==> src/rtl/uart_tx_regfile.sv <==
// uart_tx_regfile
//   Memory-mapped UART transmit register block. Software pushes bytes into a
//   small TX FIFO; a two-state sequencer hands them to the transmitter one at
//   a time using a start/done handshake.
//
//   Ports
//     clk, rst      system clock, synchronous active-high reset
//     write_enable  bus write strobe
//     address       byte address, word index = address[4:2]
//     data_in       bus write data
//     data_rd       bus read data (combinational from address)
//     dvsr          baud divisor to the transmitter
//     tx_data       byte presented to the transmitter
//     tx_start      one-cycle start pulse to the transmitter
//     tx_done       one-cycle "byte finished" pulse from the transmitter
//     irq_empty     level: FIFO empty and sequencer idle
//
//   Word map: 0 TXDATA, 1 DVSR, 2 CTRL (bit0 tx_en),
//             3 STATUS (bit0 empty, bit1 full, bit2 busy, bit3 ovf, [8:4] count)
module uart_tx_regfile #(
    parameter int                DATA_W     = 32,
    parameter int                DVSR_W     = 11,
    parameter int                FIFO_DEPTH = 4,
    parameter logic [DVSR_W-1:0] DVSR_RST   = 11'd325
) (
    input  logic              clk,
    input  logic              rst,
    input  logic              write_enable,
    input  logic [4:0]        address,
    input  logic [DATA_W-1:0] data_in,
    output logic [DATA_W-1:0] data_rd,
    output logic [DVSR_W-1:0] dvsr,
    output logic [7:0]        tx_data,
    output logic              tx_start,
    input  logic              tx_done,
    output logic              irq_empty
);

    localparam int PTR_W = $clog2(FIFO_DEPTH);
    localparam int CNT_W = PTR_W + 1;

    typedef enum logic {IDLE, BUSY} state_t;

    state_t             state;
    logic [7:0]         mem [FIFO_DEPTH];
    logic [PTR_W-1:0]   wr_ptr;
    logic [PTR_W-1:0]   rd_ptr;
    logic [CNT_W-1:0]   count;
    logic               ovf;
    logic               tx_en;

    logic [2:0]         idx;
    logic               empty;
    logic               full;
    logic               busy;
    logic               push_req;
    logic               push_ok;
    logic               push_drop;
    logic               pop;
    logic [4:0]         count_ext;
    logic               unused_bits;

    assign idx       = address[4:2];
    assign empty     = (count == '0);
    assign full      = (count == CNT_W'(FIFO_DEPTH));
    assign busy      = (state == BUSY);
    assign count_ext = 5'(count);

    // A byte is popped either when idle, or directly on the tx_done edge so
    // back-to-back bytes start the cycle after the previous one finishes.
    assign pop = tx_en && !empty && ((state == IDLE) || tx_done);

    // A pop on the same edge frees a slot, so a push to a full FIFO succeeds.
    assign push_req  = write_enable && (idx == 3'd0);
    assign push_ok   = push_req && (!full || pop);
    assign push_drop = push_req && full && !pop;

    assign irq_empty = empty && (state == IDLE);

    assign unused_bits = ^{address[1:0], data_in[DATA_W-1:DVSR_W]};

    always_ff @(posedge clk) begin
        if (push_ok) begin
            mem[wr_ptr] <= data_in[7:0];
        end
    end

    always_ff @(posedge clk) begin
        if (rst) begin
            state    <= IDLE;
            tx_start <= 1'b0;
            tx_data  <= '0;
            wr_ptr   <= '0;
            rd_ptr   <= '0;
            count    <= '0;
            ovf      <= 1'b0;
            tx_en    <= 1'b0;
            dvsr     <= DVSR_RST;
        end else begin
            if (push_ok) begin
                wr_ptr <= wr_ptr + 1'b1;
            end
            if (pop) begin
                rd_ptr  <= rd_ptr + 1'b1;
                tx_data <= mem[rd_ptr];
            end
            case ({push_ok, pop})
                2'b10:   count <= count + 1'b1;
                2'b01:   count <= count - 1'b1;
                default: count <= count;
            endcase

            if (push_drop) begin
                ovf <= 1'b1;
            end else if (write_enable && (idx == 3'd3) && data_in[3]) begin
                ovf <= 1'b0;
            end

            if (write_enable && (idx == 3'd1)) begin
                dvsr <= data_in[DVSR_W-1:0];
            end
            if (write_enable && (idx == 3'd2)) begin
                tx_en <= data_in[0];
            end

            tx_start <= pop;
            case (state)
                IDLE: if (pop) state <= BUSY;
                BUSY: if (tx_done && !pop) state <= IDLE;
                default: state <= IDLE;
            endcase
        end
    end

    always_comb begin
        data_rd = '0;
        case (idx)
            3'd1: data_rd[DVSR_W-1:0] = dvsr;
            3'd2: data_rd[0]          = tx_en;
            3'd3: data_rd[8:0]        = {count_ext, ovf, busy, full, empty};
            default: data_rd = '0;
        endcase
    end

endmodule

==> config.mk <==
export PLATFORM = sky130hd
export DESIGN_NAME = uart_tx_regfile
export DESIGN_NICKNAME = d
export VERILOG_FILES = /design/src/rtl/uart_tx_regfile.sv
export SDC_FILE = /design/constraint.sdc
export NUM_CORES = 1
export LEC_CHECK = 0
export CAP_MARGIN = 40
export CORE_UTILIZATION = 31
export DETAILED_ROUTE_END_ITERATION = 6
export PLACE_DENSITY = 0.69
export SYNTH_ARGS = -nofsm -noshare
export SYNTH_HDL_FRONTEND = slang
export SYNTH_SLANG_ARGS = --single-unit
==> constraint.sdc <==
create_clock -name clk -period 2.7 [get_ports clk]
set_clock_uncertainty 0.15 [all_clocks]
set_input_delay 0.405 -clock clk [delete_from_list [all_inputs] [get_ports clk]]
set_output_delay 0.405 -clock clk [all_outputs]
set_load 0.005 [all_outputs]
==> reports/metrics.cfg <==
[cts]
clk_pin_slew_worst_paths_ns = 0.07
clockBufferDepth = 2
htreeDepth = 3
clk_latency_ns = 0.34
cts.sink_count = 62
root_buffer = clkbuf_8
ctsHoldBuffers = 0
cts_buffers = 9
cts_tree = done

[place]
numPortBuffers = 49
placed_area_um2 = 3450
gp_congestion = 0.848
dp_hpwl_um = 4360
place_ws_ns = 0.00292
place_inst = 403

[critical_path]
crit_path_start_kind = input pin
crit_chain = clkdlybuf4s50_1, or2b_1, nor2_1, clkdlybuf4s50_1
critical_path_arrival_ns = 2.02
end_kind = output port
cp.required_ns = 2.14
slowest_stage = clkdlybuf4s50_1
crit_type = input pin to output port
cp_common_cell = clkdlybuf4s50_1
slowest_delay_ns = 0.58
cp_max_fo = 7
rrSetupSlack_ns = 0.44

[sta]
setup_ws_ns = 0.123
slew_violations = 0
relSlewSlack_pct = 55.0
setup_viol = 0
rsz0062_at_grt = false
tightest_slew_ns = 0.675
whs_ns = 0.305
tns_ns = 0
clock.fmax_mhz = 388
min_period_over_period_pct = 95.4
min_period_ns = 2.58
finalHoldViolCount = 0

[synth]
async_flop_share_pct = 0
synth.avg_cell_area_um2 = 11.7
yosysSeqAreaShare_pct = 54.9
synth_top_area_share_pct = 33.8
yosysTopAreaCell = edfxtp_1
synthesis.area_um2 = 2850
synth_edf_count = 32
synth-seq-cells = 62
synthDistinctLibCells = 50
ys_top_cells_by_count = edfxtp_1, dfxtp_1, nor2_1
synth_area_leaders = edfxtp_1, dfxtp_1, mux4_2
synth.most_common_cell = edfxtp_1
synthFlopType = edfxtp_1
syn-instance-count = 243
ys_warn_count = 0

[floorplan]
die_h_um = 97.8
row_count = 34
die_x_um = 97.8
coreArea_um2 = 8810
initial_core_util_pct = 32.3
ioPinCount = 94
die_area_um2 = 9560

[global_routing]
grt_max_degree = 14
grt_pass1_vias = 1932
antenna_found_initial = 0
grt.overflow.total = 0
grtUsageTotal_pct = 13.8
grt_pass1_wl_um = 9940

[flow_run]
drv_cap = 0

[power_and_ir_drop]
netSwitchingPower_mw = 0.418
swShare_pct = 21.8
ir_drop_mv = 0.234
clockPowerShare_pct = 41.2
p_seq_share_pct = 52.2
p_leak_nw = 1.28
powerDensity_nw_per_um2 = 526
cell_internal_pwr_mw = 1.50
p_comb_share_pct = 6.6
fin_total_pwr_mw = 1.92

[cells_and_area]
fin_cells = 418
fin_util_pct = 41.5
diodes = 0
layout-drive-gt1-share_pct = 15.5
num-nets-final = 352
final_cell_area_um2 = 3650
area_delta_synth_final_pct = 28.4

[detailed_routing]
firstDrtPassIters = 6
routed_wl_um = 6110
vias_per_cell = 4.75
first_iter_violations = 120
wl_per_cell_um = 14.6
drc = 10
ant_nets = 0
via_count = 1986

[status]
violations = design-rule violations
outcome = finished, violations left

[hold_path]
hold_path_class = flop to flop

-- final cells by class --
| class | count | area [um2] |
|---|---|---|
| Fill cell | 845 | 5150 |
| Multi-Input combinational cell | 161 | 1130 |
| Clock inverter | 4 | 47.5 |
| Sequential cell | 62 | 1560 |
| Tap cell | 108 | 135 |
| Timing Repair Buffer | 64 | 603 |
| Inverter | 8 | 30.0 |
| Clock buffer | 11 | 141 |
-- power by group through the flow --
stage               Combinational (mW)  Sequential (mW)  Clock, mW
finish                           0.126             1.00      0.792
global route                     0.138             1.00      0.854
CTS                              0.126             1.00      0.814
detailed placement               0.125             1.02          0
global placement                 0.123             1.02          0
floorplan                       0.0745             1.02          0
-- routing by layer --
layer / share of wire [%] / track usage (%) / vias to the layer above
met5: 0 / 0 / -
li1: - / - / 948
met1: 46 / 17.3 / 960
met3: 7.1 / 5.65 / 4
met2: 46 / 21.3 / 74
met4: 0.66 / 4.90 / 0
-- placed cells by master, fill, tap and decap left out, types with 4 or more instances in the layout --
cell / n
and3_1: 4
clkbuf_8: 10
and2_1: 4
nor2_1: 23
clkdlybuf4s50_1: 49
mux2i_1: 17
edfxtp_1: 32
nand3_1: 4
inv_1: 7
nand2_1: 22
buf_4: 15
ha_1: 4
dfxtp_1: 30
a21oi_1: 14
conb_1: 21
mux4_2: 8
o21ai_1: 4
-- registers in the layout (all words and copies together), names as in the netlist --
name / flops
ovf: 1
busy: 1
count: 3
tx_start: 1
rd_ptr: 2
tx_data: 8
mem: 32
tx_en: 1
dvsr: 11
wr_ptr: 2
-- logic make-up (layout without fill, tap and decap cells) --
family	count (synthesis)	after routing	share of synthesized area, %
mux	26	26	12.7
flops	62	62	54.9
xor+xnor	2	2	0.616
buf+inv	40	87	8.44
other cells	1	21	0.132
simple gates	79	79	14.6
fa+ha+maj	5	5	2.46
compound gates	28	28	6.11
-- worst max-delay path: cells and delay by family --
family	cells	cell delay, ns
and+or+nand+nor	2	0.50
buffers and inverters	2	1.11
-- worst paths after layout --
path / start / to / depth (start not counted)
setup / recovery: address[2] / data_rd[5] / 4
hold / removal: tx_data[2] / tx_data[2] / 2
setup reg to reg: count[0] / count[1] / 6
hold reg to reg: tx_data[2] / tx_data[2] / 2
-- what timing repair did --
action	CTS	global route
endpoints found under the setup margin	1	1
hold endpoints to repair	0	0
resized for setup	1	1
setup buffers	0	0
No activity file was read; power rests on OpenSTA's default activity.
